[src/rtl/clock_set_ctrl_pkg.sv]
// Shared encodings for the front-panel time/alarm set controller.
// State, field and target codes plus BCD wrap limits.
package clock_pkg;

   typedef enum logic [2:0] {
      ST_RUN     = 3'd0,
      ST_EDIT_HH = 3'd1,
      ST_EDIT_MM = 3'd2,
      ST_EDIT_SS = 3'd3,
      ST_COMMIT  = 3'd4
   } state_t;

   typedef enum logic {
      TGT_TIME  = 1'b0,
      TGT_ALARM = 1'b1
   } target_t;

   localparam logic [1:0] FLD_NONE = 2'd0;
   localparam logic [1:0] FLD_HH   = 2'd1;
   localparam logic [1:0] FLD_MM   = 2'd2;
   localparam logic [1:0] FLD_SS   = 2'd3;

   localparam logic [7:0] HH_MAX = 8'h23;
   localparam logic [7:0] MS_MAX = 8'h59;

   // Field indicator shown on the panel for a given controller state.
   function automatic logic [1:0] field_of(input state_t st);
      logic [1:0] f;
      f = FLD_NONE;
      case (st)
         ST_EDIT_HH: f = FLD_HH;
         ST_EDIT_MM: f = FLD_MM;
         ST_EDIT_SS: f = FLD_SS;
         default:    f = FLD_NONE;
      endcase
      return f;
   endfunction

endpackage

[src/rtl/clock_set_ctrl_if.sv]
// Bundle between the debounced buttons / time counter and the set controller.
// master = panel side (buttons, current time), slave = the controller.
interface clock_set_ctrl_if;

   logic       btn_mode;
   logic       btn_alarm;
   logic       btn_next;
   logic       btn_inc;
   logic [7:0] hh_cur;
   logic [7:0] mm_cur;
   logic [7:0] ss_cur;

   logic       ena;
   logic [7:0] hh_in;
   logic [7:0] mm_in;
   logic [7:0] ss_in;
   logic       load;
   logic       put_alarm;
   logic       editing;
   logic [1:0] field_sel;

   modport master (
      output btn_mode, btn_alarm, btn_next, btn_inc,
      output hh_cur, mm_cur, ss_cur,
      input  ena, hh_in, mm_in, ss_in, load, put_alarm, editing, field_sel
   );

   modport slave (
      input  btn_mode, btn_alarm, btn_next, btn_inc,
      input  hh_cur, mm_cur, ss_cur,
      output ena, hh_in, mm_in, ss_in, load, put_alarm, editing, field_sel
   );

endinterface

[src/rtl/clock_set_ctrl_tick_prescaler.sv]
// Divides clk down to a single-cycle count-enable pulse every TICK_DIV cycles.
// Counter and pulse are forced to zero whenever run is low.
module tick_prescaler #(
   parameter int TICK_DIV = 100_000_000
) (
   input  logic clk,
   input  logic reset,
   input  logic run,
   output logic ena
);

   localparam int CW = (TICK_DIV > 2) ? $clog2(TICK_DIV) : 1;
   localparam logic [CW-1:0] LAST = CW'(TICK_DIV - 1);

   logic [CW-1:0] count_reg;
   logic          ena_reg;

   always_ff @(posedge clk or posedge reset) begin
      if (reset) begin
         count_reg <= '0;
         ena_reg   <= 1'b0;
      end else if (!run) begin
         count_reg <= '0;
         ena_reg   <= 1'b0;
      end else if (count_reg == LAST) begin
         count_reg <= '0;
         ena_reg   <= 1'b1;
      end else begin
         count_reg <= count_reg + 1'b1;
         ena_reg   <= 1'b0;
      end
   end

   assign ena = ena_reg;

endmodule

[src/rtl/clock_set_ctrl.sv]
// Button-driven HH:MM:SS edit sequencer that commits a BCD time or alarm value,
// and gates the 1 Hz count enable so the clock only advances while running.
module clock_set_ctrl
   import clock_pkg::*;
#(
   parameter int TICK_DIV = 100_000_000
) (
   input  logic             clk,
   input  logic             reset,
   clock_set_ctrl_if.slave  bus
);

   state_t     state_reg, state_next;
   target_t    target_reg, target_next;
   logic [7:0] hh_reg, hh_next;
   logic [7:0] mm_reg, mm_next;
   logic [7:0] ss_reg, ss_next;
   logic       load_reg, load_next;
   logic       alarm_reg, alarm_next;
   logic       editing_reg, editing_next;
   logic [1:0] field_reg, field_next;
   logic       run;

   // Out-of-range or non-BCD values snap to 00 rather than propagating garbage.
   function automatic logic [7:0] bcd_inc(input logic [7:0] val, input logic [7:0] max);
      logic [7:0] res;
      if ((val[7:4] > 4'd9) || (val[3:0] > 4'd9) || (val >= max)) begin
         res = 8'h00;
      end else if (val[3:0] == 4'd9) begin
         res = {val[7:4] + 4'd1, 4'd0};
      end else begin
         res = {val[7:4], val[3:0] + 4'd1};
      end
      return res;
   endfunction

   always_comb begin
      state_next  = state_reg;
      target_next = target_reg;
      hh_next     = hh_reg;
      mm_next     = mm_reg;
      ss_next     = ss_reg;

      case (state_reg)
         ST_RUN: begin
            if (bus.btn_mode || bus.btn_alarm) begin
               hh_next     = bus.hh_cur;
               mm_next     = bus.mm_cur;
               ss_next     = bus.ss_cur;
               target_next = bus.btn_mode ? TGT_TIME : TGT_ALARM;
               state_next  = ST_EDIT_HH;
            end
         end

         ST_EDIT_HH: begin
            if (bus.btn_mode) begin
               state_next = ST_RUN;
            end else if (bus.btn_next) begin
               state_next = ST_EDIT_MM;
            end else if (bus.btn_inc) begin
               hh_next = bcd_inc(hh_reg, HH_MAX);
            end
         end

         ST_EDIT_MM: begin
            if (bus.btn_mode) begin
               state_next = ST_RUN;
            end else if (bus.btn_next) begin
               state_next = ST_EDIT_SS;
            end else if (bus.btn_inc) begin
               mm_next = bcd_inc(mm_reg, MS_MAX);
            end
         end

         ST_EDIT_SS: begin
            if (bus.btn_mode) begin
               state_next = ST_RUN;
            end else if (bus.btn_next) begin
               state_next = ST_COMMIT;
            end else if (bus.btn_inc) begin
               ss_next = bcd_inc(ss_reg, MS_MAX);
            end
         end

         ST_COMMIT: begin
            state_next = ST_RUN;
         end

         default: begin
            state_next = ST_RUN;
         end
      endcase
   end

   // Output flags are derived from the next state so they change on the same edge as the state.
   always_comb begin
      load_next    = (state_next == ST_COMMIT) && (target_next == TGT_TIME);
      alarm_next   = (state_next == ST_COMMIT) && (target_next == TGT_ALARM);
      editing_next = (state_next == ST_EDIT_HH) || (state_next == ST_EDIT_MM) ||
                     (state_next == ST_EDIT_SS);
      field_next   = field_of(state_next);
   end

   always_ff @(posedge clk or posedge reset) begin
      if (reset) begin
         state_reg   <= ST_RUN;
         target_reg  <= TGT_TIME;
         hh_reg      <= 8'h00;
         mm_reg      <= 8'h00;
         ss_reg      <= 8'h00;
         load_reg    <= 1'b0;
         alarm_reg   <= 1'b0;
         editing_reg <= 1'b0;
         field_reg   <= FLD_NONE;
      end else begin
         state_reg   <= state_next;
         target_reg  <= target_next;
         hh_reg      <= hh_next;
         mm_reg      <= mm_next;
         ss_reg      <= ss_next;
         load_reg    <= load_next;
         alarm_reg   <= alarm_next;
         editing_reg <= editing_next;
         field_reg   <= field_next;
      end
   end

   // Counting only while RUN persists keeps ena low on the edge that enters an edit,
   // and restarts the full TICK_DIV period after a commit or abort.
   assign run = (state_reg == ST_RUN) && (state_next == ST_RUN);

   tick_prescaler #(
      .TICK_DIV (TICK_DIV)
   ) u_prescaler (
      .clk   (clk),
      .reset (reset),
      .run   (run),
      .ena   (bus.ena)
   );

   assign bus.hh_in     = hh_reg;
   assign bus.mm_in     = mm_reg;
   assign bus.ss_in     = ss_reg;
   assign bus.load      = load_reg;
   assign bus.put_alarm = alarm_reg;
   assign bus.editing   = editing_reg;
   assign bus.field_sel = field_reg;

endmodule

[src/flat_wrapper.sv]
// flat-port wrapper written by rule: the top's interface ports become plain ports
module clock_set_ctrl_flat import clock_pkg::*;
#(
   parameter int TICK_DIV = 100_000_000
)
  (clk, reset, bus_btn_mode, bus_btn_alarm, bus_btn_next, bus_btn_inc, bus_hh_cur, bus_mm_cur, bus_ss_cur, bus_ena, bus_hh_in, bus_mm_in, bus_ss_in, bus_load, bus_put_alarm, bus_editing, bus_field_sel);
  clock_set_ctrl_if bus_i ();
  input  logic clk;
  input  logic reset;
  input wire logic [$bits(bus_i.btn_mode)-1:0] bus_btn_mode;
  input wire logic [$bits(bus_i.btn_alarm)-1:0] bus_btn_alarm;
  input wire logic [$bits(bus_i.btn_next)-1:0] bus_btn_next;
  input wire logic [$bits(bus_i.btn_inc)-1:0] bus_btn_inc;
  input wire logic [$bits(bus_i.hh_cur)-1:0] bus_hh_cur;
  input wire logic [$bits(bus_i.mm_cur)-1:0] bus_mm_cur;
  input wire logic [$bits(bus_i.ss_cur)-1:0] bus_ss_cur;
  output wire logic [$bits(bus_i.ena)-1:0] bus_ena;
  output wire logic [$bits(bus_i.hh_in)-1:0] bus_hh_in;
  output wire logic [$bits(bus_i.mm_in)-1:0] bus_mm_in;
  output wire logic [$bits(bus_i.ss_in)-1:0] bus_ss_in;
  output wire logic [$bits(bus_i.load)-1:0] bus_load;
  output wire logic [$bits(bus_i.put_alarm)-1:0] bus_put_alarm;
  output wire logic [$bits(bus_i.editing)-1:0] bus_editing;
  output wire logic [$bits(bus_i.field_sel)-1:0] bus_field_sel;
  assign bus_i.btn_mode = bus_btn_mode;
  assign bus_i.btn_alarm = bus_btn_alarm;
  assign bus_i.btn_next = bus_btn_next;
  assign bus_i.btn_inc = bus_btn_inc;
  assign bus_i.hh_cur = bus_hh_cur;
  assign bus_i.mm_cur = bus_mm_cur;
  assign bus_i.ss_cur = bus_ss_cur;
  assign bus_ena = bus_i.ena;
  assign bus_hh_in = bus_i.hh_in;
  assign bus_mm_in = bus_i.mm_in;
  assign bus_ss_in = bus_i.ss_in;
  assign bus_load = bus_i.load;
  assign bus_put_alarm = bus_i.put_alarm;
  assign bus_editing = bus_i.editing;
  assign bus_field_sel = bus_i.field_sel;
  clock_set_ctrl #(.TICK_DIV(TICK_DIV)) u_core (.clk(clk), .reset(reset), .bus(bus_i));
endmodule
[config.mk]
export PLATFORM = sky130hd
export DESIGN_NAME = clock_set_ctrl_flat
export DESIGN_NICKNAME = d
export VERILOG_FILES = /design/src/rtl/clock_set_ctrl_pkg.sv /design/src/rtl/clock_set_ctrl_if.sv /design/src/rtl/clock_set_ctrl_tick_prescaler.sv /design/src/rtl/clock_set_ctrl.sv /design/src/flat_wrapper.sv
export SDC_FILE = /design/constraint.sdc
export NUM_CORES = 1
export LEC_CHECK = 0
export CORE_MARGIN = 1
export CORE_UTILIZATION = 55
export CTS_BUF_LIST = sky130_fd_sc_hd__clkbuf_4 sky130_fd_sc_hd__clkbuf_8
export DETAILED_ROUTE_END_ITERATION = 16
export HOLD_SLACK_MARGIN = 0.1
export MAX_ROUTING_LAYER = met4
export PLACE_DENSITY = 0.91
export SYNTH_ARGS = -nofsm -noshare
export SYNTH_HDL_FRONTEND = slang
export SYNTH_SLANG_ARGS = --single-unit
[constraint.sdc]
create_clock -name clk -period 2.4 [get_ports clk]
set_clock_uncertainty 0.05 [all_clocks]
set_input_delay 0.48 -clock clk [delete_from_list [all_inputs] [get_ports clk]]
set_output_delay 0.48 -clock clk [all_outputs]
set_load 0.02 [all_outputs]
# [Yosys cells after proc, flatten, opt, wreduce, memory -nomap -nowiden]
# Index checks and enable logic that the tools add are counted.
# W data, S select, Z words.
[op_classes] n_addsub=7 n_mul=0 div_mod_pow=0 order_cmp=9 n_eq_ne=24 shift=0 n_mux=37 bitwise_logic=1 n_reduce_logical=23
[op_table] cell="$mux W8" n=18
[op_table] cell="$mux W27" n=2
[op_table] cell="$pmux W8 S2" n=3
[op_table] cell="$add A27 B1 Y27 const B" n=1
[op_table] cell="$eq A27 B27 Y1 const B" n=1
[op_table] cell="$add A4 B1 Y4 const B" n=6
[op_table] cell="$gt A4 B4 Y1 const B" n=6
[op_table] cell="$mux W3" n=7
[op_table] cell="$ne A2 B2 Y1 const B" n=9
[op_table] cell="$reduce_and A6 Y1" n=3
[op_table] cell="$ge A8 B7 Y1 const B" n=2
[op_table] cell="$reduce_and A5 Y1" n=3
[op_table] cell="$eq A3 B2 Y1 const B" n=4
[op_table] cell="$eq A4 B4 Y1 const B" n=3
[op_table] cell="$pmux W3 S4" n=1
[op_table] cell="$logic_or A1 B1 Y1" n=9
[op_table] cell="$ne A3 B1 Y1 const B" n=3
[op_table] cell="$ge A8 B6 Y1 const B" n=1
[op_table] cell="$eq A3 B1 Y1 const B" n=2
[op_table] cell="$logic_not A3 Y1" n=2
[op_table] cell="$pmux W2 S3" n=1
[op_table] cell="$reduce_bool A2 Y1" n=3
[op_table] cell="$mux W1" n=5
[op_table] cell="$eq A3 B3 Y1 const B" n=1
[op_table] cell="3 further kinds" n=5
[word_totals] register_bits=61 latchBits=0 ramBits=0 mem_bits_ro=0 in_bits=30 output_inout_bits=30 wordCells=115 memories=0

# [Logic depth before layout (Yosys ltp)]
# Gate-level depths: netlist of run 1.
[depth] ltp_word=8 ltp_mapped=7 ltp_nobuf=6

# [Cells and area by module]
# From an unflattened synthesis of run 1, not the netlist that was laid out.
[unflattened] hier_cells=375 hier_area_um2=3509.6
[by_module_without_submodules] module="clock_set_ctrl" n_inst=1 cells_each=224 area_per_inst_um2=2019.4 seq_area_each_um2=825.8
[by_module_without_submodules] module="tick_prescaler" n_inst=1 cells_each=151 area_per_inst_um2=1490.2 seq_area_each_um2=700.7

# [Worst setup path before layout of run 1]
# No wires, ideal clock.
[synth_timing] kind="reg2reg" from="reg u_core.hh_reg[4] (netlist: u_core.bus.hh_in[4])" to="reg u_core.hh_reg[2] (netlist: u_core.bus.hh_in[2])" setup_ns=0.066 t_arrival_ns=2.025 required_time_ns=2.284 slack_ns=0.258 stages_incl_launch_ff=7 path_buffers=0 synth_period_minus_slack_ns=2.142 cell_sequence="dfrtp_1 > inv_1 > ha_1 > maj3_1 > a2111o_4 > o31ai_2 > a22o_1"
[synth_between] elab_chain_len=8 word_cells_on_any_way=9 classes_between="order compare (2); mux (5); reduce/logical (2)"
[synth_rtl] element="start: declaration" line_no="clock_set_ctrl.sv:15" rtl="logic [7:0] hh_reg, hh_next;"
[synth_rtl] element="start signal: assignment" line_no="clock_set_ctrl.sv:118" rtl="hh_reg <= hh_next;"
[synth_rtl] element="parallel branches: the longest is 2 deep, another holds $ge A8 B6 Y1"
[synth_rtl] element="$logic_or A1 B1 Y1 *" line_no="clock_set_ctrl.sv:27" rtl="if ((val[7:4] > 4'd9) || (val[3:0] > 4'd9) || (val >= max)) begin"
[synth_rtl] element="$mux W8 *" line_no="clock_set_ctrl.sv:27"
[synth_rtl] element="$mux W8 *" line_no="clock_set_ctrl.sv:60" rtl="end else if (bus.btn_inc) begin"
[synth_rtl] element="$mux W8 *" line_no="clock_set_ctrl.sv:58" rtl="end else if (bus.btn_next) begin"
[synth_rtl] element="$mux W8 *" line_no="clock_set_ctrl.sv:56" rtl="if (bus.btn_mode) begin"
[synth_rtl] element="$pmux W8 S2 *" line_no="clock_set_ctrl.sv:44" rtl="case (state_reg)"
# Every way passes the cells marked *. The select of a mux whose other input is x is not followed.
# A chain may end at the register's enable or synchronous reset.

# [Final worst setup path of run 1]
# Same ends and word-level chain as after synthesis.

==> flow_summary.toml, run 1 <==
[synthesis]
netlist_area_mm2 = 0.003557
synth_edf_count = 0
ys_async_sr_fraction = 1.000
synth_nets = 419
syn_inst = 379
yosys-top-cells-area = "dfrtp_1 43%, nand2_1 4.2%, ha_1 3.5%, o31ai_1 3.2%, nor3_1 3.1%"
synth_area_per_cell_um2 = 9.386
synth_warnings = 0
synth_ff_type = "dfrtp_1"
synth_top_area_frac = 0.4291
ys_types = 55
synth_common_cells = "61 x dfrtp_1, 40 x nand2_1, 22 x nor3_1"
yosysMostFrequentCell = "dfrtp_1"
yosys.area.top_type = "dfrtp_1"
ys_seq_elements = 61
ys_seq_area_frac = 0.4291

[critical_path]
r2r_end = "u_core.bus.hh_in[2]"
max_stage_delay_ps = 550
r2r_cells = 6
cp.required_ps = 2620
worstSetupPathType = "register to register"
worstSetupEndpointType = "register"
worstSetupStartpoint = "u_core.bus.hh_in[4]"
critPathTopFamily = "compound AO/OA/AOI/OAI gates"
r2r_slack_ps = 180
path_cells = "inv_1, ha_1, maj3_1, a2111o_4, o31ai_2, a22o_1"
path_max_fanout = 9
path_depth = 6
cpMaxStageDelayCell = "a2111o_4"
crit_arrival_ps = 2450
endpoint = "u_core.bus.hh_in[2]"
path_buf_inv = 1
critPathLaunchType = "register"
r2r_start = "u_core.bus.hh_in[4]"

[clock_tree]
clkSinkCount = 61
cts_root_buf = "clkbuf_8"
holdBufCountCts = 0
clk_latency_ps = 340
post_cts_buffers = 0
clk_pin_slew_worst_paths_ps = 60
cts_buffers = 9
htree_levels = 3
clockBufferDepth = 2
tritoncts = "done"
cts_resized = 0

[place]
dpl_cell_area_mm2 = 0.004224
portBuffers = 59
gp_congestion = 0.8708
dpl.cell_count = 501
post-dp-hpwl_um = 5905

[global_routing]
grt_overflow_total = 0
grt_pass1_wl_um = 14240
antenna_found_initial = 0
grt_usage = 0.2898
grt_pass1_vias = 3089
grt_max_degree = 62

[timing]
rsz0062_at_grt = "false"
post-route-period-util = 0.9264
fmaxAchievable_mhz = 449.8
fin_tns_setup_ps = 0
hold_viol_final = 0
period_minus_slack_ps = 2223
setup_violations = 0
worstMarginPinSlew_ps = 803.3
drv_slew = 0
worst_hold_slack_ps = 430.4
relSlewSlack = 0.4572

[layout]
largest_reg_flops = 27
finalInstanceArea_mm2 = 0.004427
fin_nets = 477
nFillCells = 437
regArea_mm2 = 0.001526
area_growth_pct = 24.45
drive_gt1_frac = 0.08182
antenna_cells = 0
stdcell_count = 515
multi_input_area_mm2 = 0.001853

[die]
chipWidth_um = 82.42
io_pins = 60
die_area_mm2 = 0.006793
dieHeight_um = 82.42
core_mm2 = 0.006096
floorplan.initialDensity = 0.5835
fp-row-count = 28

[routing]
drc = 0
ant_nets = 0
vias = 3292
drt_iter0_drc = 300
drt_pass1_iterations = 5
totalWireLength_um = 8724
wl_per_cell_um = 16.94
viasPerCell = 6.392

[job]
maxCapViolCount = 0

[worst_hold_path]
min_path_type = "register to register"

[run_status]
outcome = "complete, no violations"

[power_and_ir_drop]
power.total_mw = 4.704
power_leakage_nw = 1.815
power.density_mw_per_mm2 = 1063
peakVddDrop_mv = 0.8819
## placed cells by master (no fill, tap or decap), drive strengths merged, types with 3 or more instances in the layout
| master | n |
|---|---|
| clkbuf | 13 |
| nand4 | 13 |
| a2bb2oi | 3 |
| clkdlybuf4s50 | 59 |
| buf | 10 |
| o21ai | 13 |
| a211oi | 14 |
| a21o | 11 |
| or3 | 8 |
| and4 | 4 |
| a211o | 3 |
| a32o | 3 |
| and3 | 4 |
| a22o | 8 |
| xnor2 | 4 |
| o22ai | 3 |
| nor4 | 3 |
| nand3 | 17 |
| a21oi | 13 |
| ha | 10 |
| or3b | 3 |
| and2 | 5 |
| or4 | 10 |
| nor3 | 22 |
| inv | 16 |
| nand2 | 40 |
| o31ai | 16 |
| dfrtp | 61 |
| xor2 | 8 |
| a31oi | 9 |
| nor2 | 10 |
## kinds of logic after synthesis
family,count (synthesis),synth area share
and+or+nand+nor,151,0.2332
AOI/OAI and AO/OA,106,0.2202
DFF,61,0.4291
buffers and inverters,38,0.04995
xor gates and xnor gates,12,0.02955
adders and majority gates,11,0.03799
## metal layers
metal	GRT usage	routed length, um
met5	-	0
met2	0.4512	4152
met1	0.3695	3829
met4	0.1263	189
met3	0.05385	552
## power breakdown
part	switching [mW]	total, mW	internal [mW]
sequential	0.407	1.69	1.28
clock	0.379	0.944	0.565
combinational	1.12	2.07	0.958
## through the flow
stage | utilization | setup slack [ps]
2_1_floorplan | - | 258.4
3_3_place_gp | 0.6929 | 73.98
3_5_place_dp | 0.6929 | -9.917
4_1_cts | 0.7262 | 199.3
5_1_grt | 0.7262 | 132.1
6_report | 0.7262 | 176.6
## worst reg2reg max path, stage by stage, from the launching register on
cell	delay (ps)
dfrtp_1	410
inv_1	110
ha_1	220
maj3_1	380
a2111o_4	550
o31ai_2	260
a22o_1	190
## how the worst min path moves through the flow
stage | startpoint | to | slack [ps] | depth (start not counted)
finish | u_core.u_prescaler.count_reg[0] | u_core.u_prescaler.count_reg[0] | 430 | 1
CTS | u_core.u_prescaler.count_reg[0] | u_core.u_prescaler.count_reg[0] | 430 | 1
detailed placement | u_core.u_prescaler.count_reg[0] | u_core.u_prescaler.count_reg[0] | 430 | 1
global placement | u_core.u_prescaler.count_reg[0] | u_core.u_prescaler.count_reg[0] | 410 | 1
floorplan | u_core.u_prescaler.count_reg[0] | u_core.u_prescaler.count_reg[0] | 390 | 1
global route | u_core.u_prescaler.count_reg[0] | u_core.u_prescaler.count_reg[0] | 440 | 1
## area by class of cell
class	count	area share
Timing Repair Buffer	69	0.1560
Clock inverter	1	0.006783
Sequential cell	61	0.3448
Inverter	16	0.01357
Multi-Input combinational cell	280	0.4186
Tap cell	75	0.02120
Clock buffer	13	0.03901
Power figures use the tool's default switching activity.
==> run 2, diff against run 1 <==
- SYNTH_HIERARCHICAL: not set -> 1
==> flow_summary.toml, run 2 <==
[routing]
drc = 0
drt_pass1_iterations = 5
ant_nets = 0
vias = 3311
drt_iter0_drc = 322
totalWireLength_um = 8708
viasPerCell = 6.331
wl_per_cell_um = 16.65

[critical_path]
cp.required_ps = 2630
crit_arrival_ps = 2610
r2r_start = "u_core/bus.hh_in[5]"
worstSetupStartpoint = "u_core/bus.hh_in[5]"
worstSetupEndpointType = "register"
path_max_fanout = 5
worstSetupPathType = "register to register"
endpoint = "u_core/bus.hh_in[4]"
r2r_slack_ps = 20
r2r_end = "u_core/bus.hh_in[4]"
r2r_cells = 6
critPathLaunchType = "register"

[clock_tree]
clk_latency_ps = 340
cts_buffers = 9
htree_levels = 3
tritoncts = "done"
clkSinkCount = 61
cts_root_buf = "clkbuf_8"
clockBufferDepth = 2
clk_pin_slew_worst_paths_ps = 80

[global_routing]
grt_usage = 0.2751
grt_pass1_vias = 3083
grt_pass1_wl_um = 13600
antenna_found_initial = 0
grt_max_degree = 34
grt_overflow_total = 0

[run_status]
outcome = "complete, no violations"

[synthesis]
ys_seq_area_frac = 0.4349
synth.area.mux_share = 0.009626
synth_top_area_frac = 0.4349
synth_nets = 415
yosysMostFrequentCell = "dfrtp_1"
ys_async_sr_fraction = 1.000
synth-simple-area-share = 0.2424
synth_edf_count = 0
yosys.area.top_type = "dfrtp_1"
ys_seq_elements = 61
synth-xor-area-share = 0.03494
synth_common_cells = "61 x dfrtp_1, 36 x nand2_1, 30 x nor2_1"
synth_ff_type = "dfrtp_1"
synth_warnings = 6
synth_top_family_by_area = "simple AND/OR/NAND/NOR gates"
synth_area_per_cell_um2 = 9.359
netlist_area_mm2 = 0.003510
synth_compound_gate_area_share = 0.1961
synthAdderAreaFrac = 0.03886
syn_inst = 375
yosys-top-cells-area = "dfrtp_1 43%, a21oi_1 4.0%, nand2_1 3.9%, ha_1 3.6%, o21ai_0 3.4%"
ys_types = 65

[layout]
fin_nets = 483
largest_reg_flops = 27
drive_gt1_frac = 0.1161
final_common_cell = "dfrtp_1"
area_growth_pct = 27.59
post-route-util = 0.7431
layout_common_cells = "61 x dfrtp_1, 59 x clkdlybuf4s50_1, 36 x nand2_1"
antenna_cells = 0

[power_and_ir_drop]
power_leakage_nw = 1.825
power.total_mw = 4.865
power.density_mw_per_mm2 = 1086
peakVddDrop_mv = 0.8102

[timing]
worst_hold_slack_ps = 435.5
drv_slew = 0
hold_viol_final = 0
fmaxAchievable_mhz = 420.8
worstMarginPinSlew_ps = 607.4
post-route-period-util = 0.9901
relSlewSlack = 0.5950
period_minus_slack_ps = 2376
setup_violations = 0

[die]
io_pins = 60
floorplan.initialDensity = 0.5824
core_mm2 = 0.006026
dieHeight_um = 81.88
chipWidth_um = 81.88
fp-row-count = 28
die_area_mm2 = 0.006704

[place]
portBuffers = 59
post-dp-hpwl_um = 5789
gp_congestion = 0.8865

[worst_hold_path]
min_path_type = "register to register"
min_path_cells = 1

[job]
maxCapViolCount = 0
## run 2: kinds of logic (layout without fill, tap and decap cells)
logic type / after synthesis / in the layout
fa+ha+maj: 11 / 11
mux: 3 / 3
flops: 61 / 61
simple gates: 152 / 152
buf+inv: 33 / 105
compound gates: 101 / 102
xor+xnor: 14 / 14
## run 2: report_power, final
| group | internal, mW | total [mW] | switching, mW |
|---|---|---|---|
| Clock | 0.716 | 1.14 | 0.427 |
| Sequential | 1.27 | 1.64 | 0.375 |
| Combinational | 0.984 | 2.08 | 1.10 |
| Total | 2.97 | 4.87 | 1.90 |
## run 2: critical path, stage by stage, from the launching register on
cell and delay (ps):
dfrtp_1 430, ha_1 230, maj3_2 320, or4_4 430
or3_4 420, o31ai_1 270, mux2_1 170
## run 2: per-layer routing
metal,global-route usage,up-vias,share of wire
li1,-,1520,-
met3,0.04889,28,0.067
met5,-,-,0
met1,0.3302,1580,0.42
met2,0.4372,183,0.49
met4,0.1526,0,0.024
## run 2: final cells by class
type	count	area (um^2)
clock buffer	10	137.6
clock inverter	6	110.1
fill	384	1548
inverter	17	63.81
multi-input combinational	282	1858
sequential	61	1526
tap	75	93.84
timing repair buffer	72	688.2
## run 2: how the worst min path moves through the flow
stage                               startpoint  slack (ps)                         endpoint
4_1_cts        u_core/u_prescaler/count_reg[0]         440  u_core/u_prescaler/count_reg[0]
3_3_place_gp   u_core/u_prescaler/count_reg[0]         410  u_core/u_prescaler/count_reg[0]
3_5_place_dp   u_core/u_prescaler/count_reg[0]         430  u_core/u_prescaler/count_reg[0]
6_report       u_core/u_prescaler/count_reg[0]         440  u_core/u_prescaler/count_reg[0]
2_1_floorplan  u_core/u_prescaler/count_reg[0]         400  u_core/u_prescaler/count_reg[0]
5_1_grt        u_core/u_prescaler/count_reg[0]         470  u_core/u_prescaler/count_reg[0]
## run 2: repair_timing
| item | CTS | global route |
|---|---|---|
| gates resized for setup | 0 | 2 |
| endpoints found under the setup margin | 0 | 23 |
| hold buffers | 0 | 0 |
| setup buffers | 0 | 0 |
## run 2: stage by stage
step	area (um^2)	instances	setup WS [ps]	setup TNS, ps
after global placement	4204	506	131.8	0
after global routing	4478	523	-5.742	-5.742
after floorplan	3510	375	45.03	0
after detailed placement	4204	506	68.96	0
after CTS	4452	522	68.20	0
final	4478	523	23.85	0
==> patch: new RTL, settings of run 2 <==
`TICK_DIV` is set to 100_000_000 in 3 places; all go to 200_000_000.
--- a/src/rtl/clock_set_ctrl_tick_prescaler.sv
+++ b/src/rtl/clock_set_ctrl_tick_prescaler.sv
@@ -1,7 +1,7 @@
 // Divides clk down to a single-cycle count-enable pulse every TICK_DIV cycles.
 // Counter and pulse are forced to zero whenever run is low.
 module tick_prescaler #(
-   parameter int TICK_DIV = 100_000_000
+   parameter int TICK_DIV = 200_000_000
 ) (
    input  logic clk,
    input  logic reset,
--- a/src/rtl/clock_set_ctrl.sv
+++ b/src/rtl/clock_set_ctrl.sv
@@ -3,7 +3,7 @@
 module clock_set_ctrl
    import clock_pkg::*;
 #(
-   parameter int TICK_DIV = 100_000_000
+   parameter int TICK_DIV = 200_000_000
 ) (
    input  logic             clk,
    input  logic             reset,
--- a/src/flat_wrapper.sv
+++ b/src/flat_wrapper.sv
@@ -1,7 +1,7 @@
 // flat-port wrapper written by rule: the top's interface ports become plain ports
 module clock_set_ctrl_flat import clock_pkg::*;
 #(
-   parameter int TICK_DIV = 100_000_000
+   parameter int TICK_DIV = 200_000_000
 )
   (clk, reset, bus_btn_mode, bus_btn_alarm, bus_btn_next, bus_btn_inc, bus_hh_cur, bus_mm_cur, bus_ss_cur, bus_ena, bus_hh_in, bus_mm_in, bus_ss_in, bus_load, bus_put_alarm, bus_editing, bus_field_sel);
   clock_set_ctrl_if bus_i ();
Function: same outputs for any inputs over 4 cycles, from zero or initial values and one cycle with reset high; that may be too few to reach the edited logic, so the function may still have changed.
==> patch against run 2 <==
Worst setup slack improved by 0.0049 ns. Wire length up 2.4%. Highest routed layer unchanged. Via count is 4.8% higher. Area after synthesis grew 4.2%. Power shrank 2.2%. Design area rose by 3.4%. Sequential cell count rose by 1. Global-route usage up 0.14 points. Critical path depth unchanged. Non-clock buffer count is 6 higher.
==> patch: results (changes against run 2) <==
outcome:
  outcome: "complete, no violations"
global_route:
  antenna_found_initial: 0  # unchanged
  globalRouteTotalUtil_pct: 27.65  # +0.14 points
  met1_usage_pct: 36.17  # +3.2 points
  grtUsageMet2_pct: 42.18  # -1.5 points
  grt_pass1_wl_mm: 15.27  # +12%
  grt_pass1_vias: 3298  # +7.0%
  grt_max_degree: 34  # unchanged
  use_met3_pct: 6.133  # +1.2 points
sta:
  max_slew_margin_pct: 58.89  # -0.61 points
placement:
  numPortBuffers: 59  # unchanged
  placed_cell_area_um2: 4398  # +4.6%
  gp_congestion: 0.8969  # +1.2%
  place_hpwl_mm: 6.208  # +7.3%
cells_and_area:
  clkCellAreaFrac_pct: 4.511  # -1.0 points
  multi_input_area_share_pct: 42.33  # +0.84 points
  clkbuf_count: 11  # +1
  n_all_buffers: 78  # +8.3%
  finish.net_count: 514  # +6.4%
  multi_input_gates: 305  # +8.2%
  nFillCells: 447  # +16%
  largest_reg_flops: 28  # +3.7%
  drive_above_1_share_pct: 12.53  # +0.92 points
  layout.area.seq_um2: 1553  # +1.7%
  inverters_excl_clock: 18  # +1
  buf_share_pct: 16.10  # +0.73 points
pwr:
  powerClk_w: 0.000943  # -17%
  p_sw_w: 0.001899  # +0.13%
  comb-power_w: 0.00219  # +5%
  irDropWorstVdd_v: 0.0008029  # -0.90%
  power_density_nw_per_um2: 1027  # -5.5%
  p_leak_nw: 1.871  # +2.6%
hold_path:
  min_path_type: "reg2reg"
  min_delay_path_depth: 1  # unchanged
yosys:
  synthMuxAreaShare_pct: 0.9237  # -0.039 points
  synth-compound-area-share_pct: 19.88  # +0.27 points
  ys_seq_elements: 62  # +1.6%
  synth_nets: 444  # +7.0%
  seq_area_frac_synth_pct: 42.42  # -1.1 points
  synth_area_leaders: "dfrtp_1 (42%), nand2_1 (4.0%), o21ai_0 (3.7%)"
  synth_cell_types: 66  # +1.5%
  synth-xor-area-share_pct: 3.113  # -0.38 points
  ys_top_cells_by_count: "dfrtp_1 (62), nand2_1 (39), nor2_1 (32)"
  synthAdderAreaFrac_pct: 3.729  # -0.16 points
route:
  drtIter0Drc: 295  # -8.4%
  met2_length_mm: 4.365  # +1.8%
  wl_per_cell_um: 16.04  # -3.7%
  wl_met3_um: 501  # -14%
  wl_met1_mm: 3.875  # +6.9%
  dr.pass1.iters: 5  # unchanged
  vias: 3470  # +4.8%
critical_path:
  cp_slowest_cell: "dfrtp_2"
  path_max_fanout: 5  # unchanged
  startpoint: "u_core/bus.hh_in[5]"
clock_network:
  clock_latency_ns: 0.34  # about the same
die:
  fp.coreArea_um2: 6386  # +6.0%
-- patch: changes by cell type after synthesis, moves of 3 or more --
cell	delta
or4_1	-4
xnor2_1	+5
o21ai_0	+3
nand3_1	+6
nand2_1	+3
clkbuf_1	+6
and2_1	+4
xor2_1	-6
or3_1	+3
-- patch: logic make-up after synthesis --
kind of cell | Yosys count
AOI/OAI and AO/OA | 107
DFF | 62
and+or+nand+nor | 171
adders and majority gates | 11
buffers and inverters | 37
xor gates and xnor gates | 13
muxes | 3
-- patch: path summary, 6_finish.rpt --
kind | to | slack (ns)
max in group asynchronous | u_core/bus.hh_in[5] | 1.47
min reg2reg | u_core/u_prescaler/count_reg[0] | 0.46
min in group asynchronous | u_core/u_prescaler/count_reg[0] | 0.48
max | u_core/bus.hh_in[5] | 0.03
min | u_core/u_prescaler/count_reg[0] | 0.46
max reg2reg | u_core/bus.hh_in[5] | 0.03
-- patch: worst max-delay path, delay by kind of cell (launching register included) --
family / cells / cell delay [ns]
AOI/OAI and AO/OA: 1 / 0.23
DFF: 1 / 0.44
adders and majority gates: 2 / 0.55
muxes: 1 / 0.18
and+or+nand+nor: 2 / 0.86
-- patch: per-stage QoR --
step | std cells | setup slack, ns | utilization, % | hold slack [ns] | setup TNS (ns)
CTS | 554 | 0.03696 | 72.14 | 0.4575 | 0
floorplan | 404 | 0.04503 | - | 0.4176 | 0
global placement | 538 | 0.08994 | 68.87 | 0.4498 | 0
global route | 556 | -0.01441 | 72.53 | 0.5000 | -0.02325
finish | 556 | 0.02879 | 72.53 | 0.4577 | 0
detailed placement | 538 | 0.06320 | 68.87 | 0.4495 | 0
-- patch: timing repair --
action                                 CTS  global route
setup buffers                            0             2
gates resized for setup                  0             3
endpoints found under the hold margin    0             0
setup endpoints to repair                0             3
